[src/rtl/bank_reader_pkg.sv]
// Shared definitions for the register bank and its reader: state encoding,
// bank geometry defaults and the index width.
package bank_reader_pkg;

    localparam int NREG_DEF = 4;
    localparam int W_DEF    = 8;
    localparam int IDX_W    = 2;

    typedef enum logic [0:0] {
        ST_IDLE = 1'b0,
        ST_SEND = 1'b1
    } state_e;

endpackage

[src/rtl/bank_reader.sv]
// Reads a four-register bank either one word at a time or as a four-word burst.
// The bank is snapshotted on acceptance and words leave over a valid/ready port.
module bank_reader
    import bank_reader_pkg::*;
#(
    parameter int NREG = NREG_DEF,
    parameter int W    = W_DEF
) (
    input  logic             clk,
    input  logic             rst,
    input  logic [W-1:0]     q3,
    input  logic [W-1:0]     q2,
    input  logic [W-1:0]     q1,
    input  logic [W-1:0]     q0,
    input  logic             rd,
    input  logic [IDX_W-1:0] addr,
    input  logic             burst,
    output logic [W-1:0]     dout,
    output logic             dout_valid,
    input  logic             dout_ready,
    output logic [IDX_W-1:0] dout_idx,
    output logic             last,
    output logic             busy
);

    state_e           state_q, state_d;
    logic [IDX_W-1:0] idx_q, idx_d;
    logic             burst_q, burst_d;
    logic             capture;
    logic [W-1:0]     snap_q [NREG];
    logic [W-1:0]     bank_in [NREG];

    assign bank_in[0] = q0;
    assign bank_in[1] = q1;
    assign bank_in[2] = q2;
    assign bank_in[3] = q3;

    // NOTE: every output and next-state value gets a default before the case,
    // so no path through this block can leave a signal unassigned (no latches).
    always_comb begin
        state_d    = state_q;
        idx_d      = idx_q;
        burst_d    = burst_q;
        capture    = 1'b0;
        dout_valid = 1'b0;
        dout       = '0;
        last       = 1'b0;

        case (state_q)
            ST_IDLE: begin
                if (rd || burst) begin
                    state_d = ST_SEND;
                    capture = 1'b1;
                    burst_d = burst;
                    idx_d   = burst ? '0 : addr;
                end
            end
            ST_SEND: begin
                dout_valid = 1'b1;
                dout       = snap_q[idx_q];
                last       = !burst_q || (idx_q == IDX_W'(NREG - 1));
                if (dout_ready) begin
                    if (last) begin
                        state_d = ST_IDLE;
                        idx_d   = '0;
                    end else begin
                        idx_d = idx_q + IDX_W'(1);
                    end
                end
            end
            default: state_d = ST_IDLE;
        endcase
    end

    assign dout_idx = idx_q;
    assign busy     = (state_q != ST_IDLE);

    // NOTE: sequential state uses non-blocking assignments only; the snapshot
    // buffer is small enough to be flops, so it is cleared by reset like the rest.
    always_ff @(posedge clk or posedge rst) begin
        if (rst) begin
            state_q <= ST_IDLE;
            idx_q   <= '0;
            burst_q <= 1'b0;
            for (int i = 0; i < NREG; i++) snap_q[i] <= '0;
        end else begin
            state_q <= state_d;
            idx_q   <= idx_d;
            burst_q <= burst_d;
            if (capture) begin
                for (int i = 0; i < NREG; i++) snap_q[i] <= bank_in[i];
            end
        end
    end

endmodule
[config.mk]
export PLATFORM = sky130hd
export DESIGN_NAME = bank_reader
export DESIGN_NICKNAME = d
export VERILOG_FILES = /design/src/rtl/bank_reader_pkg.sv /design/src/rtl/bank_reader.sv
export SDC_FILE = /design/constraint.sdc
export NUM_CORES = 1
export LEC_CHECK = 0
export CORE_UTILIZATION = 50
export DETAILED_ROUTE_END_ITERATION = 8
export GPL_ROUTABILITY_DRIVEN = 0
export PLACE_DENSITY = 0.85
export REMOVE_ABC_BUFFERS = 1
export SYNTH_ARGS = -nofsm -noshare
export SYNTH_HDL_FRONTEND = slang
export SYNTH_SLANG_ARGS = --single-unit
[constraint.sdc]
create_clock -name clk -period 2.6 [get_ports clk]
set_clock_uncertainty 0.2 [all_clocks]
set_input_delay 0.52 -clock clk [delete_from_list [all_inputs] [get_ports clk]]
set_output_delay 0.52 -clock clk [all_outputs]
set_load 0.02 [all_outputs]
## Word level (Yosys, flattened, before mapping)

Index checks and enable logic that the tools add are counted.

| word-level totals | value |
|---|---|
| word-level logic and storage cells | 35 |
| flip-flop bits (word level) | 36 |

| cells by class | value |
|---|---|
| magnitude comparators | 1 |
| reductions and logical operators | 5 |
| equality and inequality tests | 3 |
| add/subtract/negate cells | 1 |
| bitwise logic cells | 2 |
| mux-type cells | 16 |

Operators by type and width:

| kind | number |
|---|---|
| 8-bit two-way mux | 3 |
| 8-bit binary-select mux with 2-bit select | 1 |
| 2-bit two-way mux | 4 |
| 1-bit two-way mux | 6 |
| 2-bit inequality test (second input constant) | 2 |
| 2-bit case mux with 2 select lines | 1 |
| 2-bit AND reduction | 2 |
| 3-bit >= comparator (second input constant) | 1 |
| 2-bit NOT with 3-bit output | 1 |
| 2-bit by 1-bit adder with 2-bit output (second input constant) | 1 |
| 2-bit == test (second input constant) | 1 |
| 1-bit logical OR | 2 |
| 1-bit case mux with 2 select lines | 1 |
| 1-bit logical NOT | 1 |
| 1-bit NOT | 1 |

## Longest topological paths before layout

| depth | value |
|---|---|
| depth after elaboration | 5 |
| depth in mapped cells | 4 |
| gate-level depth less buffers | 4 |

## Worst setup path before layout

Ideal clock, no wire load.

| timing path | value |
|---|---|
| path kind | register to output |
| from | register idx_q[1], in the netlist dout_idx[1] |
| to | output port dout[4] |
| data arrival time | 1429 ps |
| cell stages (with the launch flop) | 4 |
| buffers on the path | 1 |
| path slack | 451 ps |
| cells stage by stage | dfrtp_1 -> buf_2 -> mux4_2 -> and2_1 |

| on the way | value |
|---|---|
| longest elaborated chain between the ends | 5 |

Ends and longest elaborated chain:

| item | RTL line | source |
|---|---|---|
| start, declared | bank_reader.sv:27 | `logic [IDX_W-1:0] idx_q, idx_d;` |
| start signal, assigned | bank_reader.sv:88 | `idx_q <= idx_d;` |
| 2-bit NOT with 3-bit output (not written as such) | bank_reader.sv:60 | `dout = snap_q[idx_q];` |
| 8-bit binary-select mux with 2-bit select | bank_reader.sv:60 |  |
| 8-bit two-way mux (not written as such) (2 in a row) | bank_reader.sv:60 |  |
| 8-bit two-way mux | bank_reader.sv:49 | `case (state_q)` |
| end, declared | bank_reader.sv:18 | `output logic [W-1:0] dout,` |

Every way passes these cells. The select of a mux whose other input is x is not followed.

## Final worst setup path

| timing path | value |
|---|---|
| from | register idx_q[1], in the netlist dout_idx[1] |
| to | output port dout[5] |

Same word-level chain as after synthesis.

==> impl_results.md <==
- Status: complete, no violations
- Synthesized instance count: 108
- Max VDD drop: 0.000527 V
- Worst-Margin Slew: 0.652 ns
- Port bufs: 51
- Top routing layer used: met4
- Antenna fix cells: 0
- Via count: 1,093
- Total power: 2.56 mW
- Later-pin clock latency in the skew report: 0.33 ns
- Area Growth Syn to Fin: 35.3%
- Final Slew Violations: 0
- Multi-input combinational cell area: 722 um^2
- Wire length on met2: 1660 um
- Post-synth top flop: dfrtp_1
- Register area share after synthesis: 53.2%
- Clock Sinks: 36
- WL/cell: 15.1 um
- Critical path type: reg2out
- FF/Latch Area: 903 um^2
- IO Count: 52
- Synth area leader: dfrtp_1
- Vias in the first global route: 1,205
- Die W: 60.2 um
- Num CTS Buffers: 5
- Crit start category: flip-flop
- Yosys cell types: 21
- Post-Syn Area: 0.00169 mm^2
- Period Utilization, post-route: 96.8%
- 1st-pass router iterations: 4
- H-tree depth: 2
- Max capacitance violation total: 0
- Leak: 0.964 nW
- Final core occ: 73.2%
- Slew HR: 56.5%
- Hold Vio Cnt, Final: 0
- Nets: 207
- Reg clk slew, reported paths: 0.10 ns
- Iter 0 DRT Violations: 21
- Longest Clk Path Bufs: 2
- All-layer global routing usage: 21.0%
- Data required, critical path: 1.88 ns
- Cell chosen for the clock root: clkbuf_4
- Yosys reg bits: 36
- Hold-fix buffers, CTS: 0
- Worst R2R Setup Slack: 0.85 ns
- Number of synthesized flops with an enable pin: 0
- Final Critical Period: 2.52 ns
- Post-Route Setup TNS: 0 ns
- Hold depth: 1
- Top cells by area, synth: dfrtp_1 (53%), mux2_2 (22%), mux4_2 (11%), and2_1 (3.3%), clkbuf_8 (1.6%)
- Std cell rows: 20
- Top-area cell type share of the netlist area: 53.2%
- Total length of routed wires: 3190 um
- Crit end category: primary output
- Initial Util: 54.1%
- Die Area: 0.00362 mm^2
- CP arrival: 1.80 ns
- Drt drc: 0
- Layout cells sized above 1: 38.9%
- Antenna Nets Post-Route: 0
- RSZ-0062 raised after global routing: false
- Chip height: 60.2 um
- Drt via density: 5.18
- Synth Area per Inst: 15.7 um^2
- Setup-failing EPs final: 0
- Worst Path Max Fanout: 3
- WL met1: 1250 um
- First-pass GRT wire length: 5290 um
- Achievable Freq: 397 MHz
- Aggregate global routing overflow: 0
- Top-count cell post-synth: dfrtp_1
- Post-synth top cells: dfrtp_1 (36), mux2_2 (33), and2_1 (9), mux4_2 (8)
- Ys Warns: 0
- Largest net degree at the start of global routing: 23
- CORE AREA: 0.00313 mm^2
- R2R cell count: 3
- Post-synthesis async set-or-reset flop share: 100%
- Min-Delay Path Class: reg2reg
- TritonCTS clock tree: yes
- DP Wirelength: 2460 um
- Filler cell count: 219
- Wire length on met3: 246 um
- Worst hold slack: 0.310 ns
- Initial antenna violation count: 0
- Power per cell area: 1120 mW/mm^2
==> final cells by class <==
cell class,instances,share of cell area (%)
Sequential cell,36,39.4
Multi-Input combinational cell,63,31.5
Timing Repair Buffer,59,24.3
Tap cell,44,2.40
Clock buffer,6,1.80
Inverter,2,0.328
Clock inverter,1,0.218
==> path summary, 6_finish.rpt <==
kind | startpoint | to
max | dout_idx[1] | dout[5]
min | snap_q[21] | snap_q[21]
max reg2reg | busy | snap_q[20]
min reg2reg | snap_q[21] | snap_q[21]
max in group asynchronous | rst | busy
min in group asynchronous | rst | snap_q[25]
==> layout by cell type, fill, tap and decap left out, types with 2 or more instances in the layout <==
cell             count
and2_1               9
buf_4                5
buf_6                2
clkbuf_2             6
clkbuf_4             5
clkdlybuf4s50_1     42
dfrtp_1             34
dfrtp_2              2
dlygate4sd2_1        3
inv_1                2
mux2_1               2
mux2_2              33
mux4_2               8
nand2b_1             2
==> routing by layer <==
metal	GRT usage (%)	vias up
li1	-	511
met1	23.6	533
met2	35.9	45
met3	8.01	4
met4	7.31	0
met5	0	-
==> power by group <==
group	internal, mW	switching, mW	total, mW
registers	0.844	0.163	1.01
clock network	0.0995	0.168	0.267
logic	0.755	0.532	1.29
==> sequential cells by signal (all words and copies together) (netlist names) <==
| name | flops |
|---|---|
| burst_q | 1 |
| snap_q | 32 |
| busy | 1 |
| dout_idx | 2 |
==> what timing repair did <==
action,in CTS,in global routing
gates resized for setup,12,13
setup endpoints to repair,9,8
buffers inserted,2,0
pin swaps,0,0
hold endpoints to repair,0,0
==> per-stage QoR <==
| step | cells | area, um^2 | setup slack, ns |
|---|---|---|---|
| floorplan | 101 | 1630 | 0.409 |
| global placement | 202 | 2250 | 0.124 |
| detailed placement | 202 | 2250 | 0.0894 |
| CTS | 211 | 2310 | -0.000487 |
| global route | 211 | 2290 | 0.00409 |
| finish | 211 | 2290 | 0.0833 |
==> critical path, stage by stage, from the launching register on <==
cell and delay, ns:
dfrtp_2 0.37, buf_4 0.13, mux4_2 0.49, and2_1 0.16, dlygate4sd2_1 0.31
==> kinds of logic (layout without fill, tap and decap cells) <==
| kind of cell | count (synthesis) | after routing | share of synthesized area (%) |
|---|---|---|---|
| compound gates | 5 | 5 | 3.18 |
| buf+inv | 9 | 68 | 4.14 |
| fa+ha+maj | 1 | 1 | 0.739 |
| mux | 43 | 43 | 33.9 |
| flops | 36 | 36 | 53.2 |
| simple gates | 14 | 14 | 4.80 |
(Power assumes the default switching activity.)
==> patch 1, RTL diff (same flow settings) <==
The package constant `W_DEF` goes from 8 to 12.
--- a/src/rtl/bank_reader_pkg.sv
+++ b/src/rtl/bank_reader_pkg.sv
@@ -5,3 +5,3 @@
     localparam int NREG_DEF = 4;
-    localparam int W_DEF    = 8;
+    localparam int W_DEF    = 12;
     localparam int IDX_W    = 2;
Interface: changed (5 resized); port bits go from 52 to 72. The function was not compared with the original's and may differ.
==> patch 1 against the unedited design <==
Total power is 56% higher. Cell area is 47% higher. Setup slack worse by 60 ps. Final cell count is 35% higher. Sequential cell count is 16 higher. Combinational power is 48% higher. Area after synthesis is 43% higher. Synthesized cell count is 43% higher. Wire length is 65% higher. Critical endpoint is now dout[2]. Highest routed layer unchanged.
==> patch 1: results (changes against the unedited design) <==
{| class="wikitable"
! Metric !! Value
|-
| Cell with the biggest individual delay on the critical path || mux4_1 (was mux4_2)
|-
| Wire length of the first global-routing pass || 8560 microns (was 5290 microns)
|-
| Largest net degree at the start of global routing || 32 (was 23)
|-
| Worst slew margin relative to its limit || 68.1% (was 56.5%)
|-
| Adder-cell area share of the yosys netlist || 0.518% (was 0.739%)
|-
| Met1 track demand over resource in global routing || 27.5% (was 23.6%)
|-
| Setup WS post-layout || 22.9 ps (was 83.3 ps)
|-
| Clock latency on the worst-skew pair || 310 ps (was 330 ps)
|-
| Worst slack on hold paths || 308 ps (was 310 ps)
|-
| Vias post-DR || 1,589 (was 1,093)
|-
| Sw Ratio || 32.5% (was 33.7%)
|-
| R2R depth || 5 (was 3)
|-
| Gate count of the mapped netlist || 154 (was 108)
|-
| Largest fanout on the critical path || 5 (was 3)
|-
| Flip-flop count of the largest register after layout || 48 (was 32)
|-
| Proportion of synthesized area in mux cells || 35.1% (was 33.9%)
|-
| Placed wire-length estimate after detailed placement || 3680 microns (was 2460 microns)
|-
| Number of resized instances in the post-cts repair step || 23 (was 12)
|-
| Number of filler instances in the final layout || 269 (was 219)
|-
| Distinct cell type count of the synthesized netlist || 23 (was 21)
|-
| Layout cells sized above 1 || 35.8% (was 38.9%)
|-
| Number of post-CTS setup repair buffers || 4 (was 2)
|-
| Met3 routed wirelength || 259 microns (was 246 microns)
|-
| Total routed wire length on the met1 layer || 2150 microns (was 1250 microns)
|-
| Worst-case setup slack after placement || 94.4 ps (was 89.4 ps)
|-
| Number of design-rule violations left by the first detailed-router iteration || 46 (was 21)
|-
| Inst Count DP || 271 (was 202)
|-
| Launching element of the worst setup path || dout_idx[0] (was dout_idx[1])
|-
| Leakage power || 1.41 nW (was 0.964 nW)
|-
| Met2 routing resource usage after global routing || 38.8% (was 35.9%)
|-
| Root buffer cell || clkbuf_8 (was clkbuf_4)
|-
| Seq group || 1.48 mW (was 1.01 mW)
|-
| Count of buffers inserted at the top-level ports || 71 (was 51)
|-
| Outcome || finished, final reports clean (unchanged)
|-
| Combinational gate power || 1.91 mW (was 1.29 mW)
|-
| Number of global-route vias before repair || 1,781 (was 1,205)
|-
| Terminating pin of the worst hold path || snap_q[15] (was snap_q[21])
|-
| Sequential area share after synthesis || 53.8% (was 53.2%)
|-
| Wire length per cell after detailed routing || 18.6 microns (was 15.1 microns)
|-
| Net count of the finished layout || 287 (was 207)
|-
| Leading cell types by total area after synthesis || dfrtp_1 54%, mux2_2 23%, mux4_1 7.6% (was dfrtp_1 53%, mux2_2 22%, mux4_2 11%)
|-
| Critical R2R Launch || dout_idx[1] (was busy)
|-
| Global routing met3 resource utilization || 6.89% (was 8.01%)
|-
| Worst endpoint data arrival time || 1860 ps (was 1800 ps)
|-
| Overall global routing resource usage || 22.6% (was 21.0%)
|-
| Worst Min Path Start || snap_q[15] (was snap_q[21])
|-
| Post-DP Area || 0.00321 sq mm (was 0.00225 sq mm)
|-
| Slack of the worst reg-to-reg path || 810 ps (was 850 ps)
|-
| Met2 Routed Length || 2770 microns (was 1660 microns)
|}
-- patch 1: how the worst max path moves through the flow --
stage | endpoint | cells after the start
detailed placement | dout[6] | 4
global route | dout[2] | 5
global placement | dout[6] | 4
CTS | dout[6] | 5
floorplan | burst_q | 2
finish | dout[2] | 5
-- patch 1: cell type report --
| cell class | count | area [sq um] | area share (%) |
|---|---|---|---|
| Sequential cell | 52 | 1310 | 38.7 |
| Multi-Input combinational cell | 90 | 1040 | 30.8 |
| Timing Repair Buffer | 81 | 835 | 24.7 |
| Clock buffer | 7 | 96.3 | 2.86 |
| Tap cell | 52 | 65.1 | 1.93 |
| Clock inverter | 1 | 30.0 | 0.890 |
| Inverter | 1 | 3.75 | 0.111 |
-- patch 1: worst reg2reg max path, stage by stage (launching register included) --
cell      delay, ps
dfrtp_2         460
buf_6           170
ha_1            200
nand2b_1        180
o2bb2a_1        290
o21ai_0         190
==> patch 2, RTL diff (config.mk and constraints unchanged) <==
Without the edit above. Reset style: synchronous (`rst`), changed in one clocked block.
--- a/src/rtl/bank_reader.sv
+++ b/src/rtl/bank_reader.sv
@@ -79,3 +79,3 @@
     // buffer is small enough to be flops, so it is cleared by reset like the rest.
-    always_ff @(posedge clk or posedge rst) begin
+    always_ff @(posedge clk) begin
         if (rst) begin
Check against the original RTL: differs if rst is asserted again (counterexample within 4 cycles, from zero or initial values and one cycle with rst high); with rst held inactive, the same outputs for 10 cycles.
==> patch 2 against the unedited design <==
Die area grew 4.5%. Sequential cell count grew 2. Count of clock-buffer cells in the layout is 1 higher. Sequential share of layout area grew 5.6 points. Wire length grew 5.6%. Critical endpoint is now dout[0]. Cell area up 5.1%. Setup slack improved by 17 ps. Area after synthesis up 4.7%.
Power is not compared: it rests on default switching activity, and its combinational part moved more than twofold at a synthesized area within 25%.
==> patch 2: results (changes against the unedited design) <==
{| class="wikitable"
! Metric !! Value
|-
| Sequential area share after synthesis || 61.0% (was 53.2%)
|-
| Global routing met3 resource utilization || 4.83% (was 8.01%)
|-
| Met2 routing resource usage after global routing || 34.7% (was 35.9%)
|-
| Net count of the finished layout || 215 (was 207)
|-
| Distinct cell type count of the synthesized netlist || 25 (was 21)
|-
| Most used flip-flop cell after synthesis || edfxtp_1 (was dfrtp_1)
|-
| Largest fanout on the critical path || 3 (unchanged)
|-
| CTS buffer count || 5 (unchanged)
|-
| Wire length per cell after detailed routing || 15.2 microns (was 15.1 microns)
|-
| Diode count || 0 (unchanged)
|-
| Slack of the worst reg-to-reg path || 880 ps (was 850 ps)
|-
| Vias post-DR || 1,128 (was 1,093)
|-
| Worst endpoint data arrival time || 1780 ps (was 1800 ps)
|-
| EDFF count, synth || 32 (was 0)
|-
| Inst Count DP || 214 (was 202)
|-
| Worst slew margin relative to its limit || 73.0% (was 56.5%)
|-
| Worst slack on hold paths || 324 ps (was 310 ps)
|-
| Placed wire-length estimate after detailed placement || 2440 microns (was 2460 microns)
|-
| Number of filler instances in the final layout || 236 (was 219)
|-
| Largest net degree at the start of global routing || 33 (was 23)
|-
| Number of design-rule violations left by the first detailed-router iteration || 92 (was 21)
|-
| Leading cell types by total area after synthesis || edfxtp_1 54%, and2_1 14%, mux4_2 10% (was dfrtp_1 53%, mux2_2 22%, mux4_2 11%)
|-
| Gate count of the mapped netlist || 120 (was 108)
|-
| Wire length of the first global-routing pass || 5330 microns (was 5290 microns)
|-
| Commonest cells in the synthesized netlist || 41 x and2_1, 32 x edfxtp_1, 8 x mux4_2 (was 36 x dfrtp_1, 33 x mux2_2, 9 x and2_1)
|-
| Routed Wire Length || 3370 microns (was 3190 microns)
|-
| Met1 track demand over resource in global routing || 25.1% (was 23.6%)
|-
| Overall global routing resource usage || 20.4% (was 21.0%)
|-
| Asr flop ratio synth || 0% (was 100%)
|-
| Outcome || finished, final reports clean (unchanged)
|-
| Post-DP Area || 0.00234 sq mm (was 0.00225 sq mm)
|}
-- patch 2: cell count changes after synthesis, sizes merged, moves of 2 or more --
cell     unedited run  this run
dfxtp               0         6
a21oi               0         3
a2111oi             0         2
edfxtp              0        32
dfrtp              36         0
and2                9        41
mux2               35         0
nor4                0         2
nor3b               0         4
clkbuf              3         5
-- patch 2: area by class of cell --
class,count,share of cell area [%]
clock buffer,7,1.87
clock inverter,1,1.25
inverter,2,0.312
multi-input combinational,72,26.3
sequential,38,45.0
tap,46,2.39
timing repair buffer,56,22.8
-- patch 2: critical path, delay by kind of cell (launching register included) --
kind                   cells  cell delay, ps
multiplexers               1             480
buffers and inverters      2             460
flip-flops                 1             350
AND/OR/NAND/NOR            1             160
-- patch 2: layer usage --
layer | share of wire [%] | vias to the layer above
met5 | 0 | -
met4 | 0.92 | 0
met3 | 4.7 | 5
met2 | 52 | 41
met1 | 42 | 538
li1 | - | 544
-- patch 2: kinds of logic after synthesis --
| kind of cell | count (synthesis) | synth area share [%] |
|---|---|---|
| compound gates | 9 | 4.80 |
| fa+ha+maj | 1 | 0.706 |
| buf+inv | 10 | 3.39 |
| flops | 38 | 61.0 |
| mux | 8 | 10.2 |
| simple gates | 54 | 19.9 |
-- patch 2: worst paths after layout --
| check | start | endpoint | depth (start not counted) |
|---|---|---|---|
| setup / recovery | flop | dout[0] | 4 |
| hold / removal | burst_q | burst_q | 2 |
| setup reg to reg | busy | flop | 4 |
| hold reg to reg | burst_q | burst_q | 2 |
-- patch 2: stage by stage --
step / utilization (%) / power (mW) / setup slack (ps)
after floorplan: - / 0.882 / -277
after global placement: 69.6 / 1.01 / 204
after detailed placement: 69.6 / 1.02 / 164
after CTS: 71.7 / 1.40 / -11.3
after global routing: 71.6 / 1.45 / 3.79
final: 71.6 / 1.38 / 100
-- patch 2: repair_timing --
action | 4_1_cts | 5_1_grt
gates resized for setup | 10 | 12
endpoints found under the setup margin | 8 | 9
buffers inserted | 0 | 0
-- patch 2: power by group --
part	switching [mW]	leakage [nW]	internal [mW]	total (mW)
sequential	0.0289	0.402	0.723	0.752
combinational	0.100	0.479	0.147	0.247
clock	0.180	0.0395	0.204	0.384
total	0.309	0.921	1.07	1.38
